**config.mk**
```make
export PLATFORM = sky130hd
export DESIGN_NAME = icache
export DESIGN_NICKNAME = d
export VERILOG_FILES = /design/src/rtl/cpu_types_pkg.sv /design/src/rtl/icache.sv
export SDC_FILE = /design/constraint.sdc
export NUM_CORES = 1
export LEC_CHECK = 0
export CAP_MARGIN = 30
export CELL_PAD_IN_SITES_DETAIL_PLACEMENT = 1
export CELL_PAD_IN_SITES_GLOBAL_PLACEMENT = 2
export CORE_ASPECT_RATIO = 0.6
export CORE_MARGIN = 10
export CORE_UTILIZATION = 35
export CTS_CLUSTER_DIAMETER = 80
export CTS_CLUSTER_SIZE = 20
export DETAILED_ROUTE_END_ITERATION = 7
export GPL_ROUTABILITY_DRIVEN = 1
export GPL_TIMING_DRIVEN = 0
export MAX_ROUTING_LAYER = met4
export PLACE_DENSITY = 0.64
export SKIP_LAST_GASP = 1
export SYNTH_ARGS = -nofsm -noshare
export SYNTH_HDL_FRONTEND = slang
export SYNTH_SLANG_ARGS = --single-unit
```
**constraint.sdc**
```tcl
create_clock -name CLK -period 6.6 [get_ports CLK]
set_input_delay 0.99 -clock CLK [delete_from_list [all_inputs] [get_ports CLK]]
set_output_delay 0.99 -clock CLK [all_outputs]
set_load 0.02 [all_outputs]
```
**src/rtl/cpu_types_pkg.sv**
```systemverilog
// Shared CPU datapath/cache types: word type, instruction-cache frame layout,
// cache controller states and the default instruction-cache geometry.
package cpu_types_pkg;

  localparam int WORD_W = 32;
  typedef logic [WORD_W-1:0] word_t;

  localparam int ICACHE_SETS  = 16;
  localparam int ICACHE_IDX_W = $clog2(ICACHE_SETS);
  localparam int ICACHE_TAG_W = 30 - ICACHE_IDX_W;

  typedef struct packed {
    logic                    valid;
    logic [ICACHE_TAG_W-1:0] tag;
    word_t                   data;
  } icache_frame_t;

  // Two-bit encoding leaves room for dcache to add write-back states.
  typedef enum logic [1:0] {
    IDLE = 2'd0,
    MISS = 2'd1
  } cache_state_t;

endpackage

```
**src/rtl/icache.sv**
```systemverilog
// Direct-mapped, read-only, one-word-per-frame instruction cache with
// same-cycle hits, single-word miss fills and hit/miss performance counters.
module icache
  import cpu_types_pkg::*;
#(
  parameter int SETS  = ICACHE_SETS,
  parameter int IDX_W = $clog2(SETS)
) (
  input  logic  CLK,
  input  logic  nRST,
  input  logic  imemREN,
  input  word_t imemaddr,
  output logic  ihit,
  output word_t imemload,
  input  logic  iwait,
  input  word_t iload,
  output logic  iREN,
  output word_t iaddr,
  output word_t hit_count,
  output word_t miss_count
);

  localparam int TAG_W = 30 - IDX_W;

  cache_state_t     state_reg, state_next;
  logic [SETS-1:0]  valid_reg;
  logic [TAG_W-1:0] tag_mem [SETS];
  word_t            data_mem [SETS];
  word_t            miss_addr_reg;
  word_t            hit_count_reg;
  word_t            miss_count_reg;

  logic [TAG_W-1:0] req_tag, fill_tag;
  logic [IDX_W-1:0] req_idx, fill_idx;
  logic             lookup_hit;
  logic             start_miss;
  logic             fill;
  logic [1:0]       unused_byte_offset;

  assign req_tag            = imemaddr[31:IDX_W+2];
  assign req_idx            = imemaddr[IDX_W+1:2];
  assign fill_tag           = miss_addr_reg[31:IDX_W+2];
  assign fill_idx           = miss_addr_reg[IDX_W+1:2];
  assign unused_byte_offset = imemaddr[1:0];

  assign lookup_hit = imemREN & valid_reg[req_idx] & (tag_mem[req_idx] == req_tag);

  always_comb begin
    state_next = state_reg;
    ihit       = 1'b0;
    imemload   = '0;
    iREN       = 1'b0;
    iaddr      = '0;
    start_miss = 1'b0;
    fill       = 1'b0;
    case (state_reg)
      IDLE: begin
        if (lookup_hit) begin
          ihit     = 1'b1;
          imemload = data_mem[req_idx];
        end else if (imemREN) begin
          start_miss = 1'b1;
          state_next = MISS;
        end
      end
      MISS: begin
        // The request stays up regardless of imemREN/imemaddr until it returns.
        iREN  = 1'b1;
        iaddr = miss_addr_reg;
        if (!iwait) begin
          fill       = 1'b1;
          state_next = IDLE;
        end
      end
      default: state_next = IDLE;
    endcase
  end

  always_ff @(posedge CLK or negedge nRST) begin
    if (!nRST) begin
      state_reg      <= IDLE;
      valid_reg      <= '0;
      miss_addr_reg  <= '0;
      hit_count_reg  <= '0;
      miss_count_reg <= '0;
    end else begin
      state_reg <= state_next;
      if (start_miss) begin
        miss_addr_reg  <= {imemaddr[31:2], 2'b00};
        miss_count_reg <= miss_count_reg + 32'd1;
      end
      if (ihit) begin
        hit_count_reg <= hit_count_reg + 32'd1;
      end
      if (fill) begin
        valid_reg[fill_idx] <= 1'b1;
      end
    end
  end

  // Tag/data contents are meaningless until valid is set, so they carry no reset.
  always_ff @(posedge CLK) begin
    if (fill) begin
      tag_mem[fill_idx]  <= fill_tag;
      data_mem[fill_idx] <= iload;
    end
  end

  assign hit_count  = hit_count_reg;
  assign miss_count = miss_count_reg;

endmodule

```
==> key figures, run 1 <==
Floorplanning
  – Core ar.: 116,800 um^2
  – Top Ports: 198
  – Initial Util: 0.3528
  – Rows: 97
  – Die footprint: 132,300 um^2
  – Die W: 462.9 um
  – Die height: 285.7 um

STA
  – Final hold slack: 0.2891 ns
  – Setup violations, final: 0
  – Max-slew violations: 0
  – Fin crit period: 6.509 ns
  – Fin crit share: 0.9861
  – Setup ws final: 0.09147 ns
  – Worst Tran Pin Value: 1.034 ns
  – Final Hold Fails: 0
  – Worst slew margin: 0.3105
  – Fin Clk Skew: 0.04101 ns
  – Maximum clock frequency: 153.6 MHz
  – RSZ-0062 raised after global routing: yes

Power
  – Seq pwr share: 0.602
  – Comb power frac: 0.106
  – PwrDens: 266.9 nW/um^2
  – Int Power: 9822 uW
  – Clock share of power: 0.292
  – IR Drop Worst-Case VDD: 0.1745 mV
  – Leak Pwr: 0.01609 uW
  – Sw frac: 0.2445
  – Switching power: 3180 uW

Setup path
  – Setup Crit Path Kind: primary input to output port
  – CP startpoint kind: primary input
  – Worst Path Max Fanout: 10
  – Required @ worst endpoint: 5.61 ns
  – Worst setup EP type: output port
  – Critical path data arrival time: 5.52 ns

CTS
  – Root Buffer: clkbuf_16
  – Clock-pin slew on the worst setup and hold paths: 0.08 ns
  – Total CTS buffers: 58
  – Clk Latency, worst-skew pair: 0.69 ns
  – Post-CTS Hold Buffers: 0
  – Clock sinks: 1,039
  – H-tree levels: 2
  – CTS tree: built
  – Clock tree buffer depth: 3

Synthesis
  – Cell taking the most area after synthesis: edfxtp_1
  – Yosys reg bits: 1,039
  – Most frequent cell after synthesis: edfxtp_1
  – Post-synth ARST share: 0.1068
  – Synth top area share: 0.6765
  – Netlist Area Pre-Place: 41,190 um^2
  – Yosys warns: 0
  – Top cells by count, synth: 928 x edfxtp_1, 245 x mux4_2, 111 x dfrtp_1
  – Sequential share of the synthesized area: 0.7440
  – Mapped Cells: 1,993
  – Post-synth cell types: 67
  – Largest cells by area after synthesis: edfxtp_1 68%, mux4_2 13%, dfrtp_1 6.7%
  – Post-synth EDFFs: 928
  – Most used DFF post-synth: edfxtp_1
  – Syn avg cell area: 20.67 um^2

Layout
  – Biggest regs: data_mem x512, tag_mem x416
  – Most flop-heavy register: data_mem
  – Nets@finish: 2,414
  – Post-route cell area: 48,720 um^2
  – Share of layout cells above drive strength 1: 0.2433
  – Layout area overhead: 18.28%
  – Max reg flops: 512

Global routing
  – Total Routing Usage GR: 0.1847
  – Vias in the first global route: 22,530
  – Initial antenna violation count: 13
  – Largest net degree at the start of global routing: 67
  – Global-route wire length before repair: 172,300 um
  – GRT Residual Overflow: 0

Drt
  – DRT antenna net count: 0
  – Iteration-0 DRC count of the detailed router: 2,241
  – Avg Vias per Cell: 5.342
  – Post-Route WL: 122,200 um
  – # DRC: 0
  – Drt wl/cell: 30.76 um
  – DRT Pass-1 Iters: 5
  – Total number of vias: 21,220

Status
  – Status: finished clean

Placed design
  – Placed cell areas: 46,800 um^2
  – DP Worst Slack: -1.361 ns
  – DP HPWL: 84,390 um
  – Last weighted congestion value of the routability-driven placer: 0.7752
  – Buffers on Ports: 188

Worst hold path
  – Worst min-delay path class: primary input to async pin

Run
  – Max Cap Viol: 0
-- worst paths after layout --
| kind | end | cells after the start | slack, ns | start |
|---|---|---|---|---|
| min in group CLK | valid_reg[10]$_DFFE_PN0P_ | 1 | 0.47 | valid_reg[10]$_DFFE_PN0P_ |
| max in group asynchronous | miss_addr_reg[31]$_DFFE_PN0P_ | 2 | 5.53 | nRST |
| hold / removal | miss_addr_reg[23]$_DFFE_PN0P_ | 1 | 0.29 | nRST |
| setup reg to reg | miss_addr_reg[11]$_DFFE_PN0P_ | 10 | 2.45 | tag_mem[7][2]$_DFFE_PP_ |
| hold reg to reg | valid_reg[10]$_DFFE_PN0P_ | 1 | 0.47 | valid_reg[10]$_DFFE_PN0P_ |
| setup / recovery | imemload[28] | 16 | 0.09 | imemaddr[4] |
-- area by class of cell --
type,count,area (um^2)
Inverter,9,33.78
Multi-Input combinational cell,843,10180
Fill cell,11110,68030
Buffer,103,641.9
Antenna cell,9,22.52
Clock inverter,5,83.83
Sequential cell,1039,30640
Timing Repair Buffer,290,3557
Tap cell,1584,1982
Clock buffer,91,1575
-- cell families after synthesis --
| family | synth area share |
|---|---|
| other | 0.00009104 |
| DFF | 0.7440 |
| xor gates and xnor gates | 0.02169 |
| AOI/OAI and AO/OA | 0.01166 |
| muxes | 0.1628 |
| adders and majority gates | 0.0006074 |
| and+or+nand+nor | 0.04511 |
| buffers and inverters | 0.01406 |
-- per-layer routing --
metal / up-vias / wire length, um / part of all wire / global-route usage
met5: - / 0 / 0 / -
li1: 8768 / - / - / -
met2: 617 / 57190 / 0.47 / 0.2859
met4: 0 / 2830 / 0.023 / 0.04477
met3: 135 / 6999 / 0.057 / 0.03054
met1: 11700 / 55180 / 0.45 / 0.2560
-- cell usage in the layout, fill, tap and decap left out, types with 34 or more instances in the layout --
| cell type | instances |
|---|---|
| mux4_2 | 245 |
| mux2i_1 | 65 |
| edfxtp_1 | 928 |
| buf_6 | 59 |
| dfrtp_1 | 111 |
| clkbuf_1 | 69 |
| mux2_2 | 43 |
| clkdlybuf4s50_1 | 167 |
| clkbuf_16 | 58 |
| xor2_1 | 62 |
| xnor2_1 | 34 |
| nor2b_1 | 34 |
-- power groups by stage --
stage	combinational [uW]	sequential, uW	clock, uW
floorplan	675	7900	0
global placement	1250	7970	0
detailed placement	1370	7970	0
CTS	1390	7820	3930
global route	1460	7870	4160
finish	1380	7820	3800
-- per-stage QoR --
stage                       util  total power, uW   TNS [ns]  instances
after floorplan                -             8578          0       1994
after global placement    0.3859             9223   -3247.36       3766
after detailed placement  0.4008             9343     -35.40       3865
after CTS                 0.4166            13140          0       3963
after global routing      0.4173            13490  -0.002104       3972
final                     0.4173            13000          0       3973
-- critical path, cell delays in order --
cell,delay [ns]
clkdlybuf4s15_2,0.30
buf_4,0.29
buf_4,0.32
buf_4,0.34
mux4_2,0.34
mux2i_1,0.18
xor2_1,0.16
nand2_1,0.19
o21ai_1,0.39
nand3_1,0.13
or4_4,0.47
buf_2,0.26
clkbuf_1,0.23
buf_8,0.20
nor2b_2,0.31
dlygate4sd2_1,0.38
-- repair_timing --
item / in CTS / in global routing
buffers inserted: 2 / 0
resized for setup: 61 / 17
setup endpoints to repair: 33 / 27
pin swaps: 1 / 0
Power figures use the tool's default switching activity.
==> run 2, diff against run 1 <==
- CORE_ASPECT_RATIO: 0.6 -> unset
- CTS_CLUSTER_DIAMETER: 80 -> 60
- PLACE_DENSITY: 0.64 -> 0.71
==> key figures, run 2 (synthesis results as in run 1) <==
Drt
  – Total number of vias: 21,260 (was 21,220)
  – Drt wl/cell: 29.69 um (was 30.76 um)
  – Post-Route WL: 117,900 um (was 122,200 um)
  – DRT Pass-1 Iters: 5 (unchanged)
  – Avg Vias per Cell: 5.355 (was 5.342)
  – Iteration-0 DRC count of the detailed router: 2,086 (was 2,241)
  – # DRC: 0 (unchanged)
  – DRT antenna net count: 0 (unchanged)

STA
  – Fin Clk Skew: 0.05042 ns (was 0.04101 ns)
  – Setup ws final: -0.01229 ns (was 0.09147 ns)
  – Worst slew margin: 0.3214 (was 0.3105)
  – Maximum clock frequency: 151.2 MHz (was 153.6 MHz)
  – Setup violations, final: 1 (was 0)
  – Fin crit share: 1.002 (was 0.9861)
  – Worst Tran Pin Value: 1.012 ns (was 1.034 ns)
  – Max-slew violations: 0 (unchanged)
  – Final Hold Fails: 0 (unchanged)
  – Fin crit period: 6.612 ns (was 6.509 ns)
  – RSZ-0062 raised after global routing: yes (unchanged)

CTS
  – Root Buffer: clkbuf_16 (unchanged)
  – Total CTS buffers: 87 (was 58)
  – Clock tree buffer depth: 3 (unchanged)
  – CTS tree: built (unchanged)
  – Clock-pin slew on the worst setup and hold paths: 0.08 ns (about the same)
  – Clk Latency, worst-skew pair: 0.70 ns (was 0.69 ns)
  – H-tree levels: 3 (was 2)
  – Post-CTS Hold Buffers: 0 (unchanged)
  – Clock sinks: 1,039 (unchanged)

Placed design
  – Placed Cells: 3,796 (was 3,865)
  – Buffers on Ports: 188 (unchanged)
  – DP HPWL: 80,960 um (was 84,390 um)
  – Placed cell areas: 46,550 um^2 (was 46,800 um^2)
  – Last weighted congestion value of the routability-driven placer: 0.7875 (was 0.7752)

Power
  – Sw frac: 0.2544 (was 0.2445)
  – PwrDens: 294.8 nW/um^2 (was 266.9 nW/um^2)
  – Leak Pwr: 0.01671 uW (was 0.01609 uW)
  – IR Drop Worst-Case VDD: 0.2703 mV (was 0.1745 mV)
  – Comb power frac: 0.090 (was 0.106)
  – Int Power: 10,960 uW (was 9822 uW)
  – Switching power: 3739 uW (was 3180 uW)
  – Clock share of power: 0.377 (was 0.292)
  – Seq pwr share: 0.533 (was 0.602)

Layout
  – Biggest regs: data_mem x512, tag_mem x416 (unchanged)
  – Share of layout cells above drive strength 1: 0.2756 (was 0.2433)
  – Fillers: 11,000 (was 11,110)
  – Nets@finish: 2,431 (was 2,414)
  – Final cell count without fillers: 3,971 (was 3,973)
  – Layout area overhead: 21.04% (was 18.28%)
  – Post-route cell area: 49,860 um^2 (was 48,720 um^2)
  – Most common cell after layout, fill and taps aside: edfxtp_1 (unchanged)
  – Max reg flops: 512 (unchanged)
  – Commonest non-fill, non-tap cells in the layout: 928 x edfxtp_1, 245 x mux4_2, 161 x clkdlybuf4s50_1 (was 928 x edfxtp_1, 245 x mux4_2, 167 x clkdlybuf4s50_1)
  – Most flop-heavy register: data_mem (unchanged)

Setup path
  – Required @ worst endpoint: 5.61 ns (about the same)
  – Worst Path Max Fanout: 10 (unchanged)
  – Worst setup EP type: output port (unchanged)
  – CP startpoint kind: primary input (unchanged)
  – Setup Crit Path Kind: primary input to output port (unchanged)
  – Critical path data arrival time: 5.62 ns (was 5.52 ns)

Global routing
  – Vias in the first global route: 22,630 (was 22,530)
  – Initial antenna violation count: 14 (was 13)
  – Global-route wire length before repair: 167,400 um (was 172,300 um)
  – Largest net degree at the start of global routing: 76 (was 67)
  – GRT Residual Overflow: 0 (unchanged)
  – Total Routing Usage GR: 0.1811 (was 0.1847)

Status
  – Failing checks: setup timing
  – Status: complete, but fails checks (was finished clean)

Floorplanning
  – Top Ports: 198 (unchanged)
  – Die height: 363.1 um (was 285.7 um)
  – Die footprint: 131,800 um^2 (was 132,300 um^2)
  – Core ar.: 116,500 um^2 (was 116,800 um^2)
  – Rows: 125 (was 97)
  – Die W: 363.1 um (was 462.9 um)
  – Initial Util: 0.3535 (was 0.3528)

Run
  – Max Cap Viol: 0 (unchanged)

Worst hold path
  – Worst min-delay path class: primary input to async pin (unchanged)
## run 2: layer usage
| metal | global-route usage | part of all wire |
|---|---|---|
| met5 | - | 0 |
| met4 | 0.04660 | 0.025 |
| met3 | 0.03599 | 0.069 |
| met2 | 0.3029 | 0.50 |
| met1 | 0.2247 | 0.40 |
## run 2: path summary, 6_finish.rpt
check                                         start                             to  slack [ns]  cells after the start
max in group asynchronous                      nRST  miss_addr_reg[28]$_DFFE_PN0P_        5.56                      2
min                                            nRST   miss_addr_reg[9]$_DFFE_PN0P_        0.24                      1
min reg2reg                valid_reg[5]$_DFFE_PN0P_       valid_reg[5]$_DFFE_PN0P_        0.47                      1
max reg2reg                 tag_mem[7][9]$_DFFE_PP_  miss_addr_reg[19]$_DFFE_PN0P_        2.45                     11
min in group CLK           valid_reg[5]$_DFFE_PN0P_       valid_reg[5]$_DFFE_PN0P_        0.47                      1
max                                     imemaddr[4]                   imemload[10]       -0.01                     14
## run 2: power groups by stage
stage	Combinational, uW	Sequential, uW	Clock, uW
final	1330	7830	5540
after global routing	1410	7870	5920
after CTS	1350	7830	5660
after detailed placement	1330	7970	0
after global placement	1220	7970	0
after floorplan	675	7900	0
## run 2: area by class of cell
type / count / area [um^2] / share of cell area
timing repair buffer: 279 / 3338 / 0.06696
buffer: 102 / 625.6 / 0.01255
inverter: 9 / 33.78 / 0.0006776
clock buffer: 96 / 2252 / 0.04517
multi-input combinational: 843 / 10170 / 0.2039
antenna: 12 / 30.03 / 0.0006023
clock inverter: 67 / 858.3 / 0.01722
sequential: 1039 / 30640 / 0.6147
tap: 1524 / 1907 / 0.03825
## run 2: worst max-delay path, cell delays in order
cell	delay (ns)
clkdlybuf4s50_1	0.60
buf_4	0.28
buf_4	0.28
buf_4	0.27
mux4_2	0.32
mux2i_1	0.27
xor2_1	0.38
o2111ai_1	0.19
o21ai_1	0.21
nand3_1	0.10
or4_4	0.57
clkbuf_4	0.28
nor2b_1	0.19
clkdlybuf4s50_1	0.64
## run 2: timing repair
action	4_1_cts	5_1_grt
gates resized for setup	78	10
pin swaps	1	0
buffers inserted	1	0
endpoints found under the setup margin	33	15
endpoints found under the hold margin	0	0
## run 2: metrics by stage
stage	hold WS [ns]	worst slack [ns]	setup TNS, ns	power, uW	utilization
after global routing	0.2393	-0.09586	-0.6252	15200	0.4278
final	0.2366	-0.01229	-0.01229	14700	0.4279
after global placement	0.4457	-6.695	-2920.29	9188	0.3861
after floorplan	0.4337	0.8034	0	8578	-
after CTS	0.2253	-0.008236	-0.008236	14830	0.4274
after detailed placement	0.4512	-1.377	-34.24	9307	0.3995
==> run 3, diff against run 2 <==
- TNS_END_PERCENT: unset -> 1
==> key figures, run 3 (synthesis results as in run 1) <==
Power
  – PwrDens: 294.9 nW/um^2 (was 294.8 nW/um^2)
  – Leak Pwr: 0.01656 uW (was 0.01671 uW)
  – IR Drop Worst-Case VDD: 0.2711 mV (was 0.2703 mV)

Drt
  – Post-Route WL: 117,900 um (about the same)
  – Iteration-0 DRC count of the detailed router: 2,140 (was 2,086)
  – DRT antenna net count: 0 (unchanged)
  – Drt wl/cell: 29.70 um (was 29.69 um)
  – Avg Vias per Cell: 5.352 (was 5.355)
  – DRT Pass-1 Iters: 5 (unchanged)
  – # DRC: 0 (unchanged)
  – Total number of vias: 21,250 (was 21,260)

STA
  – Maximum clock frequency: 149.9 MHz (was 151.2 MHz)
  – Setup violations, final: 16 (was 1)
  – Fin Clk Skew: 0.04981 ns (was 0.05042 ns)
  – Fin crit share: 1.011 (was 1.002)
  – Fin crit period: 6.672 ns (was 6.612 ns)
  – Worst slew margin: 0.3090 (was 0.3214)
  – RSZ-0062 raised after global routing: yes (unchanged)
  – Worst Tran Pin Value: 1.037 ns (was 1.012 ns)
  – Final Hold Fails: 0 (unchanged)
  – Setup ws final: -0.07183 ns (was -0.01229 ns)
  – Max-slew violations: 0 (unchanged)

Layout
  – Fillers: 10,990 (was 11,000)
  – Most flop-heavy register: data_mem (unchanged)
  – Final Util: 0.4278 (was 0.4279)
  – Layout area overhead: 21.01% (was 21.04%)
  – Biggest regs: data_mem x512, tag_mem x416 (unchanged)
  – Max reg flops: 512 (unchanged)
  – Most common cell after layout, fill and taps aside: edfxtp_1 (unchanged)
  – Commonest non-fill, non-tap cells in the layout: 928 x edfxtp_1, 245 x mux4_2, 177 x clkdlybuf4s50_1 (was 928 x edfxtp_1, 245 x mux4_2, 161 x clkdlybuf4s50_1)
  – Nets@finish: 2,431 (unchanged)
  – Share of layout cells above drive strength 1: 0.2747 (was 0.2756)

Status
  – Status: complete, but fails checks (unchanged)
  – Failing checks: setup timing (unchanged)

Setup path
  – CP startpoint kind: primary input (unchanged)
  – Worst setup EP type: output port (unchanged)
  – Worst Path Max Fanout: 10 (unchanged)
  – Setup Crit Path Kind: primary input to output port (unchanged)
  – WP buf/inv: 6 (unchanged)
  – CP max-delay cell: clkdlybuf4s50_1 (unchanged)
  – Cell mode on critical path: buf_4 (unchanged)
  – Required @ worst endpoint: 5.61 ns (about the same)
  – Critical path data arrival time: 5.68 ns (was 5.62 ns)
  – Largest delay share family, worst path: buffers and inverters (unchanged)
  – Max stage delay on crit path: 0.65 ns (was 0.64 ns)
  – Crit-path cells: clkdlybuf4s50_1 -> buf_4 -> buf_4 -> buf_4 -> mux4_2 -> mux2i_1 -> xor2_1 -> o2111ai_1 -> o21ai_0 -> nand3_1 -> or4_4 -> clkbuf_4 -> nor2b_1 -> clkdlybuf4s50_1 (was clkdlybuf4s50_1 -> buf_4 -> buf_4 -> buf_4 -> mux4_2 -> mux2i_1 -> xor2_1 -> o2111ai_1 -> o21ai_1 -> nand3_1 -> or4_4 -> clkbuf_4 -> nor2b_1 -> clkdlybuf4s50_1)

CTS
  – Clk Latency, worst-skew pair: 0.70 ns (about the same)
  – CTS tree: built (unchanged)
  – Root Buffer: clkbuf_16 (unchanged)
  – Total CTS buffers: 87 (unchanged)
  – Clock tree buffer depth: 3 (unchanged)
  – Clock sinks: 1,039 (unchanged)
  – H-tree levels: 3 (unchanged)
  – Clock-pin slew on the worst setup and hold paths: 0.07 ns (was 0.08 ns)

Global routing
  – GRT Residual Overflow: 0 (unchanged)
  – Vias in the first global route: 22,630 (about the same)
  – Global-route wire length before repair: 167,400 um (about the same)
  – Total Routing Usage GR: 0.1811 (unchanged)
  – Largest net degree at the start of global routing: 76 (unchanged)
  – Initial antenna violation count: 14 (unchanged)

Floorplanning
  – Initial Util: 0.3535 (unchanged)
  – Top Ports: 198 (unchanged)
  – Core ar.: 116,500 um^2 (unchanged)
  – Die W: 363.1 um (unchanged)
  – Die footprint: 131,800 um^2 (unchanged)
  – Die height: 363.1 um (unchanged)
  – Rows: 125 (unchanged)

Placed design
  – DP Worst Slack: -1.377 ns (unchanged)
  – Last weighted congestion value of the routability-driven placer: 0.7875 (unchanged)
  – Buffers on Ports: 188 (unchanged)
  – DP HPWL: 80,960 um (unchanged)

Worst hold path
  – Worst min-delay path class: primary input to async pin (unchanged)

Run
  – Max Cap Viol: 0 (unchanged)
-- run 3: changes by cell type in the layout (fill, tap and decap cells not counted), sizes merged --
cell,before,now
clkdlybuf4s50,161,177
dlygate4sd2,20,9
dlymetal6s2s,6,1
clkbuf,138,137
clkdlybuf4s18,0,1
-- run 3: what timing repair did --
item,4_1_cts,5_1_grt
setup buffers,1,0
resized for setup,62,3
hold buffers,0,0
setup endpoints to repair,33,32
pin swaps,1,0
-- run 3: final timing paths --
kind	slack, ns	depth (start not counted)	end	start
worst min register to register	0.47	1	valid_reg[9]$_DFFE_PN0P_	valid_reg[9]$_DFFE_PN0P_
worst min-delay path	0.23	1	miss_addr_reg[20]$_DFFE_PN0P_	nRST
worst max register to register	2.45	11	miss_addr_reg[19]$_DFFE_PN0P_	tag_mem[7][9]$_DFFE_PP_
worst max-delay path	-0.07	14	imemload[12]	imemaddr[4]
min in group CLK	0.47	1	valid_reg[9]$_DFFE_PN0P_	valid_reg[9]$_DFFE_PN0P_
max in group asynchronous	5.57	2	valid_reg[2]$_DFFE_PN0P_	nRST
-- run 3: metal layers --
layer,global-route usage,routed length [um],vias to the layer above
li1,-,-,8886
met5,-,0,-
met4,0.04660,2810,0
met1,0.2248,47970,11500
met2,0.3028,59630,685
met3,0.03599,7531,177
-- run 3: layout make-up --
type	instances	area (um^2)	share of cell area
Clock buffer	96	2252	0.04518
Multi-Input combinational cell	843	10160	0.2038
Timing Repair Buffer	279	3339	0.06699
Buffer	102	623.1	0.01250
Inverter	9	33.78	0.0006777
Tap cell	1524	1907	0.03825
Clock inverter	67	858.3	0.01722
Sequential cell	1039	30640	0.6148
Antenna cell	12	30.03	0.0006024
-- run 3: stage by stage --
stage	cells	cell area [um^2]	power (uW)	hold slack, ns	TNS [ns]
CTS	3959	49800	14830	0.2253	-1.458
detailed placement	3796	46550	9307	0.4512	-34.24
finish	3971	49850	14700	0.2292	-0.5313
global placement	3706	44980	9188	0.4457	-2920.29
global route	3969	49840	15200	0.2393	-3.923
floorplan	1994	41190	8578	0.4337	0
-- run 3: power breakdown --
part,switching (uW),internal (uW)
sequential,267,7560
combinational,733,593
clock,2740,2810
-- run 3: worst reg2reg max path: stages (launching register included) --
cell	delay [ns]
edfxtp_1	0.37
mux4_2	0.49
xnor2_1	0.30
nor2_1	0.14
or3_1	0.36
nor4_1	0.29
nand4b_1	0.14
and4bb_2	0.49
nand2b_1	0.15
clkbuf_1	0.29
buf_2	0.57
mux2_2	0.41
